`config.mk`:
```
export PLATFORM = sky130hd
export DESIGN_NAME = text_console_ctrl
export DESIGN_NICKNAME = d
export VERILOG_FILES = /design/src/rtl/text_pkg.sv /design/src/rtl/cursor_blink_gen.sv /design/src/rtl/text_console_ctrl.sv
export SDC_FILE = /design/constraint.sdc
export NUM_CORES = 1
export LEC_CHECK = 0
export CAP_MARGIN = 20
export CORE_MARGIN = 2
export CORE_UTILIZATION = 53
export CTS_CLUSTER_DIAMETER = 80
export DETAILED_ROUTE_END_ITERATION = 10
export GPL_TIMING_DRIVEN = 0
export PLACE_DENSITY_LB_ADDON = 0.05
export SLEW_MARGIN = 20
export SYNTH_ARGS = -nofsm -noshare
export SYNTH_HDL_FRONTEND = slang
export SYNTH_SLANG_ARGS = --single-unit
export TNS_END_PERCENT = 20
```
`constraint.sdc`:
```
create_clock -name clk -period 3.3 [get_ports clk]
set_clock_uncertainty 0.15 [all_clocks]
set_input_delay 0.99 -clock clk [delete_from_list [all_inputs] [get_ports clk]]
set_output_delay 0.99 -clock clk [all_outputs]
set_load 0.02 [all_outputs]
```
`src/rtl/text_pkg.sv`:
```
// Shared constants and types for the text console: screen geometry, ASCII codes and FSM states.
// TEXT_CONSOLE_TAB_EN (optional define) enables TAB handling in text_console_ctrl.
package text_pkg;

  localparam int COLS   = 100;
  localparam int ROWS   = 30;
  localparam int CELLS  = COLS * ROWS;
  localparam int ADDR_W = 12;
  localparam int X_W    = 7;
  localparam int Y_W    = 5;

  localparam logic [X_W-1:0]    X_LAST      = X_W'(COLS - 1);
  localparam logic [Y_W-1:0]    Y_LAST      = Y_W'(ROWS - 1);
  localparam logic [ADDR_W-1:0] ROW_STEP    = ADDR_W'(COLS);
  localparam logic [ADDR_W-1:0] LINE_LAST   = ADDR_W'(COLS - 1);
  localparam logic [ADDR_W-1:0] SCREEN_LAST = ADDR_W'(CELLS - 1);

  localparam logic [7:0] SPACE = 8'h20;
  localparam logic [7:0] BS    = 8'h08;
  localparam logic [7:0] TAB   = 8'h09;
  localparam logic [7:0] LF    = 8'h0A;
  localparam logic [7:0] FF    = 8'h0C;
  localparam logic [7:0] CR    = 8'h0D;

  typedef enum logic [1:0] {IDLE, PROC, CLR_LINE, CLR_SCREEN} state_t;

  function automatic logic is_printable(input logic [7:0] c);
    return (c >= SPACE) && (c <= 8'h7E);
  endfunction

endpackage

```
`src/rtl/cursor_blink_gen.sv`:
```
// Cursor blink phase generator: toggles every BLINK_CYCLES clocks, restart forces the visible phase.
module cursor_blink_gen #(
  parameter int BLINK_CYCLES = 20_000_000
) (
  input  logic clk,
  input  logic rst,
  input  logic restart,
  output logic blink
);

  localparam int CNT_W = $clog2(BLINK_CYCLES);
  localparam logic [CNT_W-1:0] CNT_LAST = CNT_W'(BLINK_CYCLES - 1);

  logic [CNT_W-1:0] cnt_q;

  // NOTE: sequential state uses non-blocking assignments so every register samples pre-edge values.
  always_ff @(posedge clk or posedge rst) begin
    if (rst) begin
      cnt_q <= '0;
      blink <= 1'b1;
    end else if (restart) begin
      cnt_q <= '0;
      blink <= 1'b1;
    end else if (cnt_q == CNT_LAST) begin
      cnt_q <= '0;
      blink <= ~blink;
    end else begin
      cnt_q <= cnt_q + 1'b1;
    end
  end

endmodule

```
`src/rtl/text_console_ctrl.sv`:
```
// Byte-stream text console: interprets ASCII/control codes, writes text VRAM, owns cursor and blink.
// Define TEXT_CONSOLE_TAB_EN to make 0x09 advance to the next 8-column tab stop.
module text_console_ctrl
  import text_pkg::*;
#(
  parameter int BLINK_CYCLES = 20_000_000
) (
  input  logic              clk,
  input  logic              rst,
  input  logic              char_valid,
  input  logic [7:0]        char_data,
  output logic              char_ready,
  output logic              vram_we,
  output logic [ADDR_W-1:0] vram_waddr,
  output logic [7:0]        vram_wdata,
  output logic [X_W-1:0]    cursor_x,
  output logic [Y_W-1:0]    cursor_y,
  output logic              cursor_blink,
  output logic              busy
);

  state_t            state_q, state_d;
  logic [7:0]        data_q;
  logic [ADDR_W-1:0] row_base_q, row_base_d;
  logic [ADDR_W-1:0] clr_cnt_q, clr_cnt_d;
  logic [X_W-1:0]    x_d;
  logic [Y_W-1:0]    y_d;
  logic              adv_row;
  logic              we_d, ready_d, busy_d;
  logic [ADDR_W-1:0] waddr_d;
  logic [7:0]        wdata_d;
  logic              accept;
`ifdef TEXT_CONSOLE_TAB_EN
  logic [X_W:0]      tab_x;
`endif

  assign accept = char_valid && char_ready;

  always_ff @(posedge clk or posedge rst) begin
    if (rst) state_q <= CLR_SCREEN;
    else     state_q <= state_d;
  end

  // NOTE: every always_comb output gets a default first, so no path can infer a latch.
  always_comb begin
    state_d    = state_q;
    x_d        = cursor_x;
    y_d        = cursor_y;
    row_base_d = row_base_q;
    clr_cnt_d  = clr_cnt_q;
    adv_row    = 1'b0;
`ifdef TEXT_CONSOLE_TAB_EN
    tab_x      = '0;
`endif
    unique case (state_q)
      IDLE: if (accept) state_d = PROC;
      PROC: begin
        state_d = IDLE;
        if (is_printable(data_q)) begin
          if (cursor_x == X_LAST) begin
            x_d     = '0;
            adv_row = 1'b1;
          end else begin
            x_d = cursor_x + 7'd1;
          end
        end else begin
          case (data_q)
            CR: x_d = '0;
            LF: begin
              x_d     = '0;
              adv_row = 1'b1;
            end
            BS: if (cursor_x != '0) x_d = cursor_x - 7'd1;
            FF: begin
              x_d        = '0;
              y_d        = '0;
              row_base_d = '0;
              clr_cnt_d  = '0;
              state_d    = CLR_SCREEN;
            end
            TAB: begin
`ifdef TEXT_CONSOLE_TAB_EN
              tab_x = {1'b0, cursor_x & ~7'd7} + 8'd8;
              if (tab_x >= (X_W+1)'(COLS)) begin
                x_d     = '0;
                adv_row = 1'b1;
              end else begin
                x_d = tab_x[X_W-1:0];
              end
`endif
            end
            default: ;
          endcase
        end
        // Bottom row wraps to the top (no scroll) and the new row is blanked.
        if (adv_row) begin
          if (cursor_y == Y_LAST) begin
            y_d        = '0;
            row_base_d = '0;
            clr_cnt_d  = '0;
            state_d    = CLR_LINE;
          end else begin
            y_d        = cursor_y + 5'd1;
            row_base_d = row_base_q + ROW_STEP;
          end
        end
      end
      CLR_LINE: begin
        clr_cnt_d = clr_cnt_q + 12'd1;
        if (clr_cnt_q == LINE_LAST) state_d = IDLE;
      end
      CLR_SCREEN: begin
        clr_cnt_d = clr_cnt_q + 12'd1;
        if (clr_cnt_q == SCREEN_LAST) state_d = IDLE;
      end
    endcase
  end

  always_comb begin
    we_d    = 1'b0;
    waddr_d = vram_waddr;
    wdata_d = vram_wdata;
    unique case (state_q)
      PROC: begin
        if (is_printable(data_q)) begin
          we_d    = 1'b1;
          waddr_d = row_base_q + ADDR_W'(cursor_x);
          wdata_d = data_q;
        end else if (data_q == BS && cursor_x != '0) begin
          we_d    = 1'b1;
          waddr_d = row_base_q + ADDR_W'(cursor_x - 7'd1);
          wdata_d = SPACE;
        end
      end
      CLR_LINE: begin
        we_d    = 1'b1;
        waddr_d = row_base_q + clr_cnt_q;
        wdata_d = SPACE;
      end
      CLR_SCREEN: begin
        we_d    = 1'b1;
        waddr_d = clr_cnt_q;
        wdata_d = SPACE;
      end
      default: ;
    endcase
    // busy lines up with the visible clear writes; ready waits one cycle past the last one.
    busy_d  = (state_q == CLR_LINE) || (state_q == CLR_SCREEN);
    ready_d = (state_d == IDLE) && !busy_d;
  end

  always_ff @(posedge clk or posedge rst) begin
    if (rst) begin
      data_q     <= '0;
      row_base_q <= '0;
      clr_cnt_q  <= '0;
      cursor_x   <= '0;
      cursor_y   <= '0;
      vram_we    <= 1'b0;
      vram_waddr <= '0;
      vram_wdata <= '0;
      char_ready <= 1'b0;
      busy       <= 1'b1;
    end else begin
      if (accept) data_q <= char_data;
      row_base_q <= row_base_d;
      clr_cnt_q  <= clr_cnt_d;
      cursor_x   <= x_d;
      cursor_y   <= y_d;
      vram_we    <= we_d;
      vram_waddr <= waddr_d;
      vram_wdata <= wdata_d;
      char_ready <= ready_d;
      busy       <= busy_d;
    end
  end

  cursor_blink_gen #(.BLINK_CYCLES(BLINK_CYCLES)) u_blink (
    .clk     (clk),
    .rst     (rst),
    .restart (accept),
    .blink   (cursor_blink)
  );

endmodule
```
### After elaboration in Yosys (flattened, before gate mapping)

Index checks and enable logic that the tools add are counted.

| storage, ports and cells | value |
|---|---|
| register bits after elaboration | 95 |
| bits of input ports | 11 |
| output and inout port bits | 36 |
| logic and storage cells | 103 |

| cells by class | value |
|---|---|
| add/subtract/negate cells | 10 |
| magnitude comparators | 2 |
| eq/ne operators | 15 |
| multiplexer cells | 42 |
| bitwise logic cells | 1 |
| reduce and logical (&&, ||, !) cells | 20 |

Operators with widths:

| cell | count |
|---|---|
| 2-to-1 mux 12 bit | 10 |
| 2-to-1 mux 25 bit | 2 |
| case mux 12 bit (3 select lines) | 1 |
| equality test 8 x 4 -> 1 bit (second input constant) | 4 |
| adder 25 x 1 -> 25 bit (second input constant) | 1 |
| equality test 25 bit (second input constant) | 1 |
| adder 12 bit | 2 |
| case mux 12 bit (2 select lines) | 1 |
| 2-to-1 mux 7 bit | 3 |
| 2-to-1 mux 5 bit | 4 |
| 2-to-1 mux 8 bit | 2 |
| case mux 8 bit (2 select lines) | 1 |
| 2-to-1 mux 2 bit | 7 |
| case mux 7 bit (2 select lines) | 1 |
| adder 12 x 1 -> 12 bit (second input constant) | 1 |
| adder 12 x 7 -> 12 bit | 1 |
| adder 12 x 7 -> 12 bit (second input constant) | 1 |
| equality test 12 bit (second input constant) | 1 |
| equality test 12 x 7 -> 1 bit (second input constant) | 1 |
| greater-or-equal comparator 8 x 6 -> 1 bit (second input constant) | 1 |
| less-or-equal comparator 8 x 7 -> 1 bit (second input constant) | 1 |
| 2-to-1 mux 1 bit | 8 |
| case mux 2 bit (4 select lines) | 1 |
| subtractor 7 x 1 -> 8 bit (second input constant) | 1 |
| 22 further kinds | 33 |

### Longest topological paths before layout

Gate-level depths: netlist (run 1).

| depth | value |
|---|---|
| depth after elaboration | 8 |
| depth in mapped cells | 15 |

### Cells and area by module

From an unflattened synthesis (run 1), not the netlist that was laid out.

| unflattened totals | value |
|---|---|
| cells, all modules | 579 |
| area, all modules | 5469.0 um2 |

By module, submodules not included:

| module | instances | cells an instance | area an instance (um2) | sequential area each (um2) |
|---|---|---|---|---|
| text_console_ctrl | 1 | 440 | 4070.2 | 1680.4 |
| cursor_blink_gen | 1 | 139 | 1398.8 | 651.9 |

### Least setup slack after synthesis (run 1)

Ideal clock, no wire load.

| path | value |
|---|---|
| kind | register -> register |
| start | register state_q[1] |
| end | register vram_waddr[10] |
| data arrival time | 3.369 ns |
| required time | 3.068 ns |
| setup slack | -0.301 ns |
| stages on the path, launching flop included | 14 |
| buffers on the path | 3 |
| period minus slack after synthesis | 3.601 ns |
| cells stage by stage | dfstp_2 clkbuf_1 inv_1 clkbuf_1 nor2_1 clkbuf_1 o21ai_0 ha_1 nor2b_1 o31a_1 o41a_1 nand2_1 or4b_2 a31oi_1 |

| between the ends | value |
|---|---|
| cells in the longest elaborated chain, start to end | 3 |
| elaborated cells between the ends (all ways) | 7 |

RTL lines:

| element | line | text |
|---|---|---|
| start, declared | text_console_ctrl.sv:22 | `state_t state_q, state_d;` |
| start signal, assigned | text_console_ctrl.sv:41 | `else state_q <= state_d;` |
| equality test 2 x 1 -> 1 bit or equality test 2 bit (tied branches) | text_console_ctrl.sv:123 | `unique case (state_q)` |
| inequality test 3 bit (no line) or nonzero test 3 bit (tied branches) | - |  |
| AND reduction 2 bit (no line) | - |  |
| end signal, assigned | text_console_ctrl.sv:171 | `vram_waddr <= waddr_d;` |
| end, declared | text_console_ctrl.sv:14 | `output logic [ADDR_W-1:0] vram_waddr,` |

Parallel ways exist; a longest one is shown, timed or not.
A chain may end at the register's enable or synchronous reset.

### Worst setup path in the final report (run 1)

| path | value |
|---|---|
| start | register data_q[2] |
| end | register vram_waddr[10] |

| between the ends | value |
|---|---|
| cells in the longest elaborated chain, start to end | 4 |
| elaborated cells between the ends (all ways) | 9 |

RTL lines:

| element | line | text |
|---|---|---|
| start, declared | text_console_ctrl.sv:23 | `logic [7:0] data_q;` |
| start signal, assigned | text_console_ctrl.sv:165 | `if (accept) data_q <= char_data;` |
| greater-or-equal comparator 8 x 6 -> 1 bit (tied with other cells) | text_pkg.sv:28 | `return (c >= SPACE) && (c <= 8'h7E);` |
| logical AND 1 bit (on tied branches) | text_pkg.sv:28, text_console_ctrl.sv:129 |  |
| 2-to-1 mux 12 bit or inequality test 3 bit (tied branches) | - |  |
| case mux 12 bit (3 select lines) or AND reduction 2 bit (tied branches) | - |  |

Parallel ways exist; a longest one is shown, timed or not.

==> flow_summary.json, run 1 <==
{
  "dr.pass1.iters": 7,
  "synth_area_leaders": "dfrtp_1, nor2_1, nand2_1, o21ai_0, ha_1",
  "slowest_stage": "or4b_4",
  "p_clk_share_pct": 18.6,
  "finalNonFillerCells": 832,
  "io_buffers": 46,
  "most-common-layout-cells": "dfrtp_1, nor2_1, nand2_1",
  "period_share_pct": 102.0,
  "synthArstFlopShare_pct": 100.0,
  "synth_largest_area_cell": "dfrtp_1",
  "num_io_pins": 47,
  "critPathLaunch": "data_q[2]",
  "avgSynthCellArea_sq_um": 8.956,
  "gp_congestion": 0.8922,
  "max-clock-path-buffers": 2,
  "syn2layout_area_growth_pct": 25.41,
  "arrival_ns": 3.51,
  "ys_seq_elements": 93,
  "antenna_found_initial": 0,
  "r2r-start": "data_q[2]",
  "violations": "negative setup slack",
  "dp.cells": 784,
  "syn_area_sq_um": 5391,
  "grtUsageTotal_pct": 25.49,
  "ant_nets": 0,
  "setup_slack_ns": -0.06742,
  "synth_top_family_by_area": "simple AND/OR/NAND/NOR gates",
  "yosys.area_share.simple_pct": 23.02,
  "ys.flop_type": "dfrtp_1",
  "crit_family": "compound AO/OA/AOI/OAI gates",
  "drive_gt1_share_pct": 16.88,
  "critical_path.cell_chain": "and4_4 > a311oi_4 > buf_6 > nor2_1 > xnor2_1 > o21ai_1 > ha_1 > o21a_1 > o31a_1 > o41a_1 > nand2_1 > or4b_4 > a31oi_1",
  "cts_tree": "built",
  "multi_input_area_sq_um": 3064,
  "cp-end-kind": "flop",
  "initialDrtViolationCount": 312,
  "synth_mux_area_share_pct": 2.414,
  "num_vias": 4903,
  "yosys.area_share.adder_pct": 4.409,
  "cts_buffers": 9,
  "grt_max_degree": 29,
  "powerDensity_nw_per_um2": 687.0,
  "fillers": 825,
  "peakVddDrop_mv": 0.4358,
  "timing.rr.end": "vram_waddr[10]",
  "whs_ns": 0.3373,
  "report.final.slew_viol_count": 0,
  "hold_class": "flop to flop",
  "overflow": 0,
  "critPathRequiredTime_ns": 3.44,
  "die_y_microns": 104.9,
  "finalHoldViolCount": 0,
  "hpwlAfterDp_microns": 9606,
  "synth_cell_types": 62,
  "synth_xor_area_share_pct": 5.848,
  "syn_nets": 632,
  "min_period_ns": 3.367,
  "cp.buffers_inverters": 1,
  "swShare_pct": 39.16,
  "p_leak_nw": 2.873,
  "worst-setup-path-type": "flop to flop",
  "cp_max_fo": 6,
  "wl_per_cell_microns": 16.87,
  "cts_root_buffer": "clkbuf_8",
  "route.detailed.drc": 0,
  "r2r_cells": 13,
  "cts_max_level": 3,
  "clock-sinks": 93,
  "initial_core_util_pct": 54.91,
  "rsz0062_at_grt": "true",
  "clkLatencyLatePin_ns": 0.37,
  "p_sw_mw": 1.819,
  "antenna_cells": 0,
  "cap_violations": 0,
  "layout_commonest_cell": "dfrtp_1",
  "maxSlewHeadroom_pct": 57.88,
  "grt_pass1_vias": 4618,
  "synth_enable_flop_cells": 0,
  "postSynthCellCount": 602,
  "reg2reg_slack_ns": -0.07,
  "internal-power_mw": 2.826,
  "seqPwrFrac_pct": 33.8,
  "nNetsFinal": 725,
  "grt_pass1_wl_microns": 22620,
  "start_kind": "flop",
  "via_per_inst": 5.893,
  "tightest_slew_ns": 0.6269,
  "dieArea_sq_um": 11000,
  "path_depth": 13,
  "fmax_mhz": 297.0,
  "synth_top_area_share_pct": 41.31,
  "rows": 36,
  "die_w_microns": 104.9,
  "finalWirelength_microns": 14040,
  "ys_warn_count": 0,
  "endpoint": "vram_waddr[10]",
  "max_stage_delay_ns": 0.48,
  "yosysSeqAreaShare_pct": 43.26,
  "setup_violations": 2,
  "clk_pin_slew_ns": 0.10,
  "coreArea_sq_um": 9819,
  "synth_compound_area_share_pct": 17.78,
  "register_area_sq_um": 2337,
  "power_frac_comb_pct": 47.6,
  "outcome": "complete, but fails checks"
}
Yosys cell counts, types with 2 or more instances:
master / instances
a211o_1: 2
a21o_1: 6
a21oi_1: 45
a21oi_2: 4
a22o_1: 7
a22oi_1: 3
a31oi_1: 8
and2_1: 3
and3_1: 12
and4_1: 2
buf_2: 4
buf_6: 4
clkbuf_1: 16
dfrtp_1: 89
dfstp_2: 4
ha_1: 19
inv_1: 11
mux2_2: 8
mux2i_1: 4
nand2_1: 67
nand2b_1: 6
nand3_1: 26
nand4_1: 10
nor2_1: 73
nor2b_1: 8
nor3_1: 16
nor4_1: 5
nor4b_1: 3
nor4b_4: 2
o21ai_0: 50
o21ai_1: 3
o22ai_1: 5
o31ai_1: 6
o41ai_1: 2
or3_1: 8
xnor2_1: 22
xor2_1: 14
power by group through the flow:
stage	sequential (mW)	combinational [mW]	clock [mW]
final	1.57	2.21	0.865
after global routing	1.60	2.38	0.929
after detailed placement	1.59	1.79	0
after global placement	1.59	1.76	0
after CTS	1.56	2.03	0.878
after floorplan	1.74	0.991	0
area by class of cell:
cell class / instances / area share (%)
Clock inverter: 6 / 1.388
Timing Repair Buffer: 84 / 11.86
Tap cell: 133 / 2.461
Inverter: 12 / 0.8142
Sequential cell: 93 / 34.57
Buffer: 22 / 1.758
Clock buffer: 9 / 1.832
Multi-Input combinational cell: 473 / 45.32
sequential cells by signal, summed over array words and instances, names as in the netlist:
name and cells:
u_blink.cnt_q 25, clr_cnt_q 12, vram_waddr 12, row_base_q 10, data_q 8, vram_wdata 8
cursor_x 7, cursor_y 5, state_q 2, busy 1, char_ready 1, u_blink.blink 1
vram_we 1
worst register-to-register path, delay by kind of cell (launching register included):
family / cells / cell delay (ns)
AOI/OAI and AO/OA: 6 / 1.11
and+or+nand+nor: 4 / 0.87
DFF: 1 / 0.43
adders and majority gates: 1 / 0.37
xor gates and xnor gates: 1 / 0.18
buffers and inverters: 1 / 0.17
per-layer routing:
layer,part of all wire [%],vias to the layer above,track usage [%]
li1,-,2334,-
met2,48,152,41.19
met3,4.4,29,4.679
met4,2.2,0,8.667
met1,45,2388,34.58
met5,0,-,0
worst min path at each step:
stage,slack (ns),to,depth (start not counted),startpoint
floorplan,0.30,u_blink.cnt_q[0],1,u_blink.cnt_q[0]
global route,0.36,u_blink.cnt_q[0],1,u_blink.cnt_q[0]
finish,0.34,u_blink.cnt_q[6],1,char_ready
detailed placement,0.32,u_blink.cnt_q[0],1,u_blink.cnt_q[0]
global placement,0.32,u_blink.cnt_q[0],1,u_blink.cnt_q[0]
CTS,0.34,u_blink.cnt_q[0],1,u_blink.cnt_q[0]
per-stage QoR:
stage / total power, mW / setup TNS (ns) / instance area, sq um / setup WS, ns / util (%)
4_1_cts: 4.473 / -0.01089 / 6551 / -0.01089 / 66.72
5_1_grt: 4.912 / -0.4716 / 6761 / -0.1537 / 68.86
3_5_place_dp: 3.387 / -3.754 / 6100 / -0.8326 / 62.12
2_1_floorplan: 2.732 / -0.2200 / 5398 / -0.2067 / -
3_3_place_gp: 3.350 / -3.545 / 6025 / -0.7829 / 61.35
6_report: 4.645 / -0.07668 / 6761 / -0.06742 / 68.86
what timing repair did:
action / in CTS / in global routing
endpoints found under the setup margin: 8 / 5
cloned: 0 / 0
pin swaps: 15 / 17
setup buffers: 21 / 14
resized for setup: 25 / 21
hold buffers: 0 / 0
cells by family (layout without fill, tap and decap cells):
family	count (synthesis)	after routing
compound gates	155	155
xor+xnor	36	36
fa+ha+maj	19	19
buf+inv	36	133
flops	93	93
mux	12	12
other cells	1	1
simple gates	250	250
(Power assumes the default switching activity.)
==> run 2, diff against run 1 <==
--- a/config.mk
+++ b/config.mk
@@ -11,6 +11,7 @@
 export CTS_CLUSTER_DIAMETER = 80
 export DETAILED_ROUTE_END_ITERATION = 10
 export GPL_TIMING_DRIVEN = 0
+export MAX_ROUTING_LAYER = met4
 export PLACE_DENSITY_LB_ADDON = 0.05
 export SLEW_MARGIN = 20
 export SYNTH_ARGS = -nofsm -noshare
==> constraint.sdc (replaced) <==
create_clock -name clk -period 3.3 [get_ports clk]
set_clock_uncertainty 0.15 [all_clocks]
set_input_delay 0.99 -clock clk [delete_from_list [all_inputs] [get_ports clk]]
set_output_delay 0.99 -clock clk [all_outputs]
set_load 0.1 [all_outputs]
==> run 2 against run 1 <==
Net effect:
- the run now ends clean
- critical path depth up 2
- sequential share of layout area down 0.19 points
- utilization up 0.54 points
- combinational power up 48%
- critical endpoint is now vram_waddr[11]
- largest cell class unchanged
- largest power group unchanged
- highest routed layer unchanged
==> flow_summary.json, run 2 (same netlist as run 1, synthesis figures left out) <==
{
  "outcome": "finished clean",
  "tightest_slew_ns": 1.022,
  "syn2layout_area_growth_pct": 26.39,
  "path_depth": 15,
  "max-clock-path-buffers": 2,
  "dp.cells": 784,
  "p_sw_mw": 2.830,
  "peakVddDrop_mv": 0.6994,
  "cts_tree": "built",
  "drive_gt1_share_pct": 18.91,
  "nNetsFinal": 723,
  "top_regs": "u_blink.cnt_q x25, clr_cnt_q x12, vram_waddr x12",
  "hold_class": "flop to flop",
  "reg2reg_slack_ns": 0.01,
  "hold_depth": 1,
  "die_y_microns": 104.9,
  "cap_violations": 0,
  "largest_reg_flops": 25,
  "gp_congestion": 0.8943,
  "internal-power_mw": 2.801,
  "overflow": 0,
  "ant_nets": 0,
  "grtUsageTotal_pct": 26.55,
  "initialDrtViolationCount": 329,
  "r2r_cells": 15,
  "grt_max_degree": 30,
  "p_clk_share_pct": 14.0,
  "dieArea_sq_um": 11000,
  "clock-sinks": 93,
  "antenna_cells": 0,
  "finalHoldViolCount": 0,
  "slowest_stage": "dfrtp_2",
  "report.final.slew_viol_count": 0,
  "coreArea_sq_um": 9819,
  "r2r-start": "data_q[2]",
  "rows": 36,
  "initial_core_util_pct": 54.91,
  "crit_top_cell": "a21oi_2",
  "seqPwrFrac_pct": 28.1,
  "arrival_ns": 3.41,
  "cts_root_buffer": "clkbuf_8",
  "wl_per_cell_microns": 16.82,
  "power_frac_comb_pct": 57.9,
  "num_io_pins": 47,
  "hpwlAfterDp_microns": 9663,
  "worstHoldStart": "u_blink.cnt_q[0]",
  "die_w_microns": 104.9,
  "cp-end-kind": "flop",
  "min_period_ns": 3.289,
  "grt_pass1_wl_microns": 22940,
  "num_vias": 4871,
  "period_share_pct": 99.66,
  "io_buffers": 46,
  "finalWirelength_microns": 13980,
  "layout_commonest_cell": "dfrtp_1",
  "via_per_inst": 5.862,
  "most-common-layout-cells": "dfrtp_1, nor2_1, nand2_1",
  "worst-setup-path-type": "flop to flop",
  "swShare_pct": 50.27,
  "max_stage_delay_ns": 0.43,
  "crit_family": "compound AO/OA/AOI/OAI gates",
  "cp.buffers_inverters": 2,
  "cts_max_level": 3,
  "timing.rr.end": "vram_waddr[11]",
  "cts_hold_buf": 0,
  "worstHoldEndpoint": "u_blink.cnt_q[0]",
  "regMostFlops": "u_blink.cnt_q",
  "utilization_pct": 69.39,
  "critPathRequiredTime_ns": 3.42,
  "antenna_found_initial": 0,
  "grt_pass1_vias": 4721,
  "cp_max_fo": 5,
  "clkLatencyLatePin_ns": 0.37,
  "cts_buffers": 9,
  "maxSlewHeadroom_pct": 31.63,
  "setup_violations": 0,
  "critical_path.cell_chain": "and4_4 > a311oi_4 > buf_6 > nor2_1 > xnor2_1 > o21ai_1 > buf_4 > ha_4 > nand4_1 > a21oi_2 > nor2_4 > and3_4 > nor3_4 > a21oi_2 > o211a_1",
  "clk_pin_slew_ns": 0.10,
  "finalNonFillerCells": 831,
  "powerDensity_nw_per_um2": 826.4,
  "p_leak_nw": 2.881,
  "route.detailed.drc": 0,
  "start_kind": "flop",
  "dr.pass1.iters": 5,
  "fmax_mhz": 304.1,
  "rsz0062_at_grt": "true"
}
run 2: power groups by stage:
stage	combinational [mW]	clock (mW)	sequential (mW)
finish	3.26	0.787	1.58
global route	3.43	0.847	1.62
CTS	3.04	0.801	1.57
detailed placement	2.79	0	1.61
global placement	2.76	0	1.60
floorplan	1.01	0	2.71
run 2: timing repair:
item | 4_1_cts | 5_1_grt
buffers inserted | 24 | 9
resized for setup | 22 | 33
pin swaps | 13 | 26
setup endpoints to repair | 8 | 4
run 2: how the worst max path moves through the flow:
stage	startpoint	endpoint	slack (ns)
after floorplan	state_q[1]	vram_waddr[10]	-0.19
after global placement	state_q[1]	vram_waddr[10]	-0.74
final	data_q[2]	vram_waddr[11]	0.01
after global routing	data_q[2]	vram_waddr[11]	-0.11
after detailed placement	state_q[1]	vram_waddr[10]	-0.74
after CTS	data_q[1]	vram_waddr[10]	-0.004
run 2: final cells by class:
| type | count | area, sq um |
|---|---|---|
| Buffer | 22 | 125.1 |
| Clock buffer | 10 | 127.6 |
| Clock inverter | 6 | 71.32 |
| Fill cell | 824 | 3005 |
| Inverter | 12 | 62.56 |
| Multi-Input combinational cell | 473 | 3129 |
| Sequential cell | 93 | 2342 |
| Tap cell | 133 | 166.4 |
| Timing Repair Buffer | 82 | 789.5 |
run 2: metal layers:
layer  vias to the layer above  part of all wire (%)  global-route usage, %
li1                       2336                     -                      -
met4                         0                   2.6                  10.29
met5                         -                     0                      -
met3                        30                   4.4                  4.304
met2                       126                    48                  41.05
met1                      2379                    45                  35.25
run 2: per-stage QoR:
stage	cell area [sq um]	setup TNS, ns	setup WS (ns)	hold slack (ns)	power [mW]
final	6814	0	0.01107	0.3419	5.631
after global routing	6814	-0.3427	-0.1121	0.3681	5.897
after CTS	6603	-0.003561	-0.003561	0.3427	5.412
after detailed placement	6143	-3.044	-0.7393	0.3315	4.400
after global placement	6076	-3.368	-0.7363	0.3203	4.356
after floorplan	5449	-0.1904	-0.1904	0.2973	3.722
run 2: worst reg2reg max path: stages (launching register included):
cell and delay [ns]:
dfrtp_2 0.43, and4_4 0.21, a311oi_4 0.34, buf_6 0.18, nor2_1 0.06, xnor2_1 0.22, o21ai_1 0.14, buf_4 0.16
ha_4 0.27, nand4_1 0.09, a21oi_2 0.20, nor2_4 0.08, and3_4 0.19, nor3_4 0.20, a21oi_2 0.08, o211a_1 0.20
==> run 3, diff against run 2 <==
--- a/config.mk
+++ b/config.mk
@@ -9,6 +9,7 @@
 export CORE_MARGIN = 2
 export CORE_UTILIZATION = 53
 export CTS_CLUSTER_DIAMETER = 80
+export CTS_CLUSTER_SIZE = 24
 export DETAILED_ROUTE_END_ITERATION = 10
 export GPL_TIMING_DRIVEN = 0
 export MAX_ROUTING_LAYER = met4
==> results of run 3 <==
The final DEF is identical to that of run 2; final timing and power are the same.
